<file path="src/rtl/muldiv_pkg.sv">
// Shared definitions for the sequential RV32M multiply/divide unit:
// FSM states, Funct3 opcodes and the iteration count.
package muldiv_pkg;

  localparam int ITER = 32;

  localparam logic [2:0] F3_MUL    = 3'b000;
  localparam logic [2:0] F3_MULH   = 3'b001;
  localparam logic [2:0] F3_MULHSU = 3'b010;
  localparam logic [2:0] F3_MULHU  = 3'b011;
  localparam logic [2:0] F3_DIV    = 3'b100;
  localparam logic [2:0] F3_DIVU   = 3'b101;
  localparam logic [2:0] F3_REM    = 3'b110;
  localparam logic [2:0] F3_REMU   = 3'b111;

  typedef enum logic [1:0] {
    IDLE = 2'd0,
    CALC = 2'd1,
    DONE = 2'd2
  } state_t;

  // Funct3[2] selects the divide/remainder family.
  function automatic logic is_div_op(input logic [2:0] f3);
    return f3[2];
  endfunction

endpackage

</file>
<file path="src/rtl/muldiv_step.sv">
// One combinational iteration: shift-add for multiply, shift/subtract/restore for divide.
// acc holds {high, low}: multiply keeps the multiplier in low, divide keeps {remainder, quotient}.
module muldiv_step
  import muldiv_pkg::*;
#(
  parameter int WIDTH = 32
) (
  input  logic               is_div,
  input  logic [2*WIDTH-1:0] acc_in,
  input  logic [WIDTH-1:0]   opr,
  output logic [2*WIDTH-1:0] acc_out
);

  logic [WIDTH:0] sum;
  logic [WIDTH:0] diff;

  always_comb begin
    sum     = {1'b0, acc_in[2*WIDTH-1:WIDTH]} + {1'b0, opr};
    // Trial subtract on the remainder shifted left by one; bit WIDTH flags a borrow.
    diff    = acc_in[2*WIDTH-1:WIDTH-1] - {1'b0, opr};
    acc_out = {1'b0, acc_in[2*WIDTH-1:1]};
    if (is_div) begin
      if (diff[WIDTH]) begin
        acc_out = {acc_in[2*WIDTH-2:0], 1'b0};
      end else begin
        acc_out = {diff[WIDTH-1:0], acc_in[WIDTH-2:0], 1'b1};
      end
    end else if (acc_in[0]) begin
      acc_out = {sum, acc_in[WIDTH-1:1]};
    end
  end

endmodule

</file>
<file path="src/rtl/muldiv_seq.sv">
// Sequential RV32M multiply/divide unit: 32 iterations on operand magnitudes,
// sign fix-up on the final edge, single-cycle short-circuit for divide-by-zero and overflow.
module muldiv_seq
  import muldiv_pkg::*;
#(
  parameter int WIDTH = 32
) (
  input  logic             clk,
  input  logic             reset,
  input  logic             Start,
  input  logic [2:0]       Funct3,
  input  logic [WIDTH-1:0] SrcA,
  input  logic [WIDTH-1:0] SrcB,
  input  logic             Flush,
  output logic             Busy,
  output logic             Done,
  output logic [WIDTH-1:0] Result,
  output state_t           state_dbg
);

  localparam int CW = $clog2(ITER);
  localparam logic [CW-1:0] LAST = CW'(ITER - 1);
  localparam logic [WIDTH-1:0] MIN_NEG = {1'b1, {(WIDTH-1){1'b0}}};

  state_t             state_q, state_d;
  logic [CW-1:0]      cnt_q, cnt_d;
  logic [2:0]         op_q, op_d;
  logic [2*WIDTH-1:0] acc_q, acc_d;
  logic [WIDTH-1:0]   opr_q, opr_d;
  logic               neg_q, neg_d;
  logic               neg_rem_q, neg_rem_d;
  logic [WIDTH-1:0]   result_q, result_d;

  logic               a_signed, b_signed, a_neg, b_neg;
  logic [WIDTH-1:0]   a_mag, b_mag;
  logic               div_zero, div_ovf;
  logic [WIDTH-1:0]   special_res;
  logic [2*WIDTH-1:0] step_acc;
  logic [2*WIDTH-1:0] prod_s;
  logic [WIDTH-1:0]   quo_s, rem_s, final_res;

  muldiv_step #(.WIDTH(WIDTH)) u_step (
    .is_div  (is_div_op(op_q)),
    .acc_in  (acc_q),
    .opr     (opr_q),
    .acc_out (step_acc)
  );

  // Operand decode, only meaningful in the accepting cycle.
  always_comb begin
    a_signed = (Funct3 == F3_MULH) || (Funct3 == F3_MULHSU) ||
               (Funct3 == F3_DIV)  || (Funct3 == F3_REM);
    b_signed = (Funct3 == F3_MULH) || (Funct3 == F3_DIV) || (Funct3 == F3_REM);
    a_neg    = a_signed && SrcA[WIDTH-1];
    b_neg    = b_signed && SrcB[WIDTH-1];
    a_mag    = a_neg ? -SrcA : SrcA;
    b_mag    = b_neg ? -SrcB : SrcB;
    div_zero = is_div_op(Funct3) && (SrcB == '0);
    div_ovf  = ((Funct3 == F3_DIV) || (Funct3 == F3_REM)) &&
               (SrcA == MIN_NEG) && (SrcB == '1);
    special_res = '0;
    if (div_zero) begin
      special_res = Funct3[1] ? SrcA : '1;
    end else if (div_ovf) begin
      special_res = Funct3[1] ? '0 : MIN_NEG;
    end
  end

  // Sign fix-up of the value the last iteration produces.
  always_comb begin
    prod_s = neg_q ? -step_acc : step_acc;
    quo_s  = neg_q ? -step_acc[WIDTH-1:0] : step_acc[WIDTH-1:0];
    rem_s  = neg_rem_q ? -step_acc[2*WIDTH-1:WIDTH] : step_acc[2*WIDTH-1:WIDTH];
    case (op_q)
      F3_MUL:                          final_res = prod_s[WIDTH-1:0];
      F3_MULH, F3_MULHSU, F3_MULHU:    final_res = prod_s[2*WIDTH-1:WIDTH];
      F3_DIV, F3_DIVU:                 final_res = quo_s;
      default:                         final_res = rem_s;
    endcase
  end

  always_comb begin
    state_d   = state_q;
    cnt_d     = cnt_q;
    op_d      = op_q;
    acc_d     = acc_q;
    opr_d     = opr_q;
    neg_d     = neg_q;
    neg_rem_d = neg_rem_q;
    result_d  = result_q;
    case (state_q)
      IDLE: begin
        if (Start && !Flush) begin
          op_d  = Funct3;
          cnt_d = '0;
          if (div_zero || div_ovf) begin
            result_d = special_res;
            state_d  = DONE;
          end else begin
            state_d = CALC;
            if (is_div_op(Funct3)) begin
              acc_d     = {{WIDTH{1'b0}}, a_mag};
              opr_d     = b_mag;
              neg_d     = a_neg ^ b_neg;
              neg_rem_d = a_neg;
            end else begin
              acc_d     = {{WIDTH{1'b0}}, b_mag};
              opr_d     = a_mag;
              neg_d     = a_neg ^ b_neg;
              neg_rem_d = 1'b0;
            end
          end
        end
      end
      CALC: begin
        if (Flush) begin
          state_d = IDLE;
        end else begin
          acc_d = step_acc;
          cnt_d = cnt_q + 1'b1;
          if (cnt_q == LAST) begin
            state_d  = DONE;
            result_d = final_res;
          end
        end
      end
      DONE:    state_d = IDLE;
      default: state_d = IDLE;
    endcase
  end

  always_ff @(posedge clk or posedge reset) begin
    if (reset) begin
      state_q   <= IDLE;
      cnt_q     <= '0;
      op_q      <= '0;
      acc_q     <= '0;
      opr_q     <= '0;
      neg_q     <= 1'b0;
      neg_rem_q <= 1'b0;
      result_q  <= '0;
    end else begin
      state_q   <= state_d;
      cnt_q     <= cnt_d;
      op_q      <= op_d;
      acc_q     <= acc_d;
      opr_q     <= opr_d;
      neg_q     <= neg_d;
      neg_rem_q <= neg_rem_d;
      result_q  <= result_d;
    end
  end

  assign Busy      = (state_q == CALC);
  assign Done      = (state_q == DONE) && !Flush;
  assign Result    = result_q;
  assign state_dbg = state_q;

endmodule

</file>
<file path="config.mk">
export PLATFORM = sky130hd
export DESIGN_NAME = muldiv_seq
export DESIGN_NICKNAME = d
export VERILOG_FILES = /design/src/rtl/muldiv_pkg.sv /design/src/rtl/muldiv_step.sv /design/src/rtl/muldiv_seq.sv
export SDC_FILE = /design/constraint.sdc
export NUM_CORES = 1
export LEC_CHECK = 0
export CORE_MARGIN = 5
export CORE_UTILIZATION = 40
export CTS_CLUSTER_SIZE = 28
export DETAILED_ROUTE_END_ITERATION = 8
export DONT_BUFFER_PORTS = 1
export GPL_ROUTABILITY_DRIVEN = 0
export GPL_TIMING_DRIVEN = 0
export HOLD_SLACK_MARGIN = 0.12
export REMOVE_ABC_BUFFERS = 1
export SLEW_MARGIN = 30
export SYNTH_ARGS = -nofsm -noshare
export SYNTH_HDL_FRONTEND = slang
export SYNTH_SLANG_ARGS = --single-unit
</file>
<file path="constraint.sdc">
create_clock -name clk -period 17.1 [get_ports clk]
set_input_delay 1.71 -clock clk [delete_from_list [all_inputs] [get_ports clk]]
set_output_delay 1.71 -clock clk [all_outputs]
set_load 0.005 [all_outputs]
</file>
==> summary.txt <==
Clocking
  • Post-cts sizing count: 0
  • Htree depth: 4
  • Postcts setup bufs: 0
  • CTS tree: built
  • TritonCTS Buffers: 17
  • Clock slew at the register clock pins of the worst setup and hold paths: 0.06 ns
  • Clk_lat worst skew: 0.46 ns
  • Max clock buf depth: 2
  • Root Buffer: clkbuf_16
  • Hold buffers post-CTS: 0
  • CTS sink cnt: 140

Timing
  • Minimum clock period: 7.49 ns
  • Final period util: 43.8%
  • Hold Fails Final Rpt: 0
  • Setup_tns: 0 ns
  • Slew Viols, Final: 0
  • RSZ-0062 raised after global routing: no
  • Max_slew headroom: 31.6%
  • Tightest Pin Transition: 1.02 ns
  • Clock Skew: 0.0135 ns
  • Final setup viols: 0
  • F_max: 133 MHz

Yosys
  • Yosys warning count: 0
  • Post-synth top cells: o21ai_0, nand2_1, nor2_1
  • Post-synth top area cell: dfrtp_1
  • Area contributors post-synth: dfrtp_1, o21ai_0, a21oi_1, nand2_1, ha_1
  • Synth Cell Area: 0.0163 mm2
  • FF+latch count, synth: 140
  • Syn Inst Count: 2,231
  • Share of the synthesized area in the top cell type: 21.5%
  • Most frequent cell after synthesis: o21ai_0
  • Library cells used by synthesis: 96
  • Sequential cell area fraction in the yosys report: 21.5%
  • Syn_area_per_cell: 7.31 um2
  • Async SR Flop Fraction: 100%
  • Post-synth top flop: dfrtp_1
  • Number of synthesized flops with an enable pin: 0

Global route
  • Vias in the first global route: 16,376
  • Largest net degree at the start of global routing: 120
  • Initial antenna violation count: 1
  • Gr usage total: 27.6%
  • First-pass GRT wire length: 97,300 um
  • Total grt overflow: 0

Route
  • DRC: 0
  • Drt wl/cell: 23.9 um
  • DRT iter0 DRCs: 1,669
  • Post-route ant nets: 0
  • DR vias: 17,505
  • Drt total wl: 63,800 um
  • 1st-pass router iterations: 6
  • Post-DR vias/cell: 6.56

Place
  • Post-Place Cells: 2,636
  • DP HPWL: 48,800 um
  • PortBufs: 0
  • DP Area: 0.0168 mm2

Critical path
  • Most common cell on crit path: inv_1
  • Critical Path End Type: flip-flop
  • Reg2reg start: acc_q[31]$_DFFE_PP0P_
  • Beginning of the critical path: acc_q[31]$_DFFE_PP0P_
  • WP buf/inv: 3
  • Max FO, Critical Path: 6
  • Worst setup SP type: flip-flop
  • CP delay by family, top: compound AO/OA/AOI/OAI gates
  • Critical Path RT: 17.44 ns
  • Worst path cell trace: inv_1, ha_1, inv_1, fa_1, nand3_1, a211o_1, a21o_1, a21boi_4, o21ai_1, nand2_1, a21o_1, inv_1, ha_1, o21ai_0, nor4_1, nand2_1, nor4_1, o31ai_1, or4_1, o41ai_2, xnor2_1, o221ai_1, a221o_1
  • CP max stage delay: 0.74 ns
  • WP data arrival: 7.83 ns
  • WS Path Type: reg -> reg
  • Critical Path Slowest Stage Cell: or4_1

Layout
  • Area Growth Syn to Fin: 6.55%
  • Nets@finish: 2,267
  • Post-route insts no fill: 2,668
  • Core Util, Final: 42.8%
  • Finished Cell Area: 0.0174 mm2
  • Diode count: 0
  • Share of cells above drive strength 1: 6.09%

Floorplan
  • Initial Utilization: 40.2%
  • Row count: 74
  • Die W: 212 um
  • Core area: 0.0406 mm2
  • IO Count: 107
  • Die Height: 212 um
  • Total die area: 0.0449 mm2

Min path
  • Hold_sp: Result[7]$_DFFE_PP0P_
  • Min-Delay Path Class: reg -> reg

Pwr
  • Worst vdd ir: 0.100 mV
  • Leak Pwr: 6.83 nW
  • Final Power: 2.67 mW
  • Power per cell area: 154 mW/mm2

Outcome
  • Outcome: finished clean

Flow run
  • Total of max-cap violations: 0
==> layout by cell type, fill, tap and decap left out, types with 15 or more instances in the layout <==
cell,n
clkbuf_16,17
and2_1,16
and3_1,19
o21ai_1,18
nor3_1,42
nand3_1,44
xor2_1,68
nand4_1,30
a31oi_1,41
nor4_1,23
inv_1,58
nor2_1,191
a211oi_1,41
o21ai_0,260
a21oi_1,189
nand2_1,246
dfrtp_1,137
o211ai_1,18
a22o_1,28
o31ai_1,31
ha_1,71
a21o_1,45
mux2i_1,49
xnor2_1,91
nor2b_1,15
a221oi_1,19
nand2b_1,16
or3_1,26
==> power breakdown <==
part           internal (mW)  switching, mW  leakage, nW
registers              0.396          0.126         1.79
logic                  0.623           1.14         4.75
clock network          0.224          0.167        0.283
==> cell families after synthesis <==
family	Yosys count	synth area share, %
simple gates	754	22.4
flops	140	21.5
fa+ha+maj	73	5.69
xor+xnor	159	8.54
mux	59	3.71
buf+inv	206	4.99
compound gates	840	33.1
==> flip-flops by register name (all words and copies together), names as in the netlist <==
signal     cells
neg_rem_q      1
neg_q          1
Result        32
opr_q         32
acc_q         64
cnt_q          5
state_dbg      2
op_q           3
==> stage by stage <==
step | worst slack (ns) | hold WS (ns)
3_5_place_dp | 9.95 | 0.504
4_1_cts | 9.87 | 0.522
6_report | 9.61 | 0.512
5_1_grt | 9.53 | 0.551
2_1_floorplan | 10.62 | 0.470
3_3_place_gp | 7.61 | 0.492
==> cell type report <==
type	instances	area, um2
Clock buffer	20	457
Clock inverter	12	140
Fill cell	4228	23200
Inverter	65	255
Multi-Input combinational cell	1885	12100
Sequential cell	140	3510
Tap cell	532	666
Timing Repair Buffer	14	255
==> metal layers <==
layer | vias to the layer above | track usage [%] | share of wire (%)
met5 | - | 0 | 0.020
met4 | 2 | 13.7 | 5.5
met3 | 183 | 5.50 | 9.4
met2 | 948 | 44.4 | 45
met1 | 8294 | 35.4 | 40
li1 | 8078 | - | -
==> worst register-to-register path, cell delays in order, from the launching register on <==
cell and delay, ns:
dfrtp_1 0.49, inv_1 0.25, ha_1 0.20, inv_1 0.06
fa_1 0.47, nand3_1 0.14, a211o_1 0.19, a21o_1 0.23
a21boi_4 0.13, o21ai_1 0.53, nand2_1 0.49, a21o_1 0.32
inv_1 0.06, ha_1 0.17, o21ai_0 0.15, nor4_1 0.42
nand2_1 0.28, nor4_1 0.53, o31ai_1 0.29, or4_1 0.74
o41ai_2 0.45, xnor2_1 0.17, o221ai_1 0.20, a221o_1 0.40
==> final timing paths <==
check	end	slack (ns)	depth (start not counted)
min in group asynchronous	opr_q[8]$_DFFE_PP0P_	1.12	1
worst max-delay path	Result[30]$_DFFE_PP0P_	9.61	23
max in group asynchronous	acc_q[0]$_DFFE_PP0P_	15.20	2
worst min register to register	Result[7]$_DFFE_PP0P_	0.51	2
worst max register to register	Result[30]$_DFFE_PP0P_	9.61	23
worst min-delay path	Result[7]$_DFFE_PP0P_	0.51	2
No activity file was read; power rests on OpenSTA's default activity.
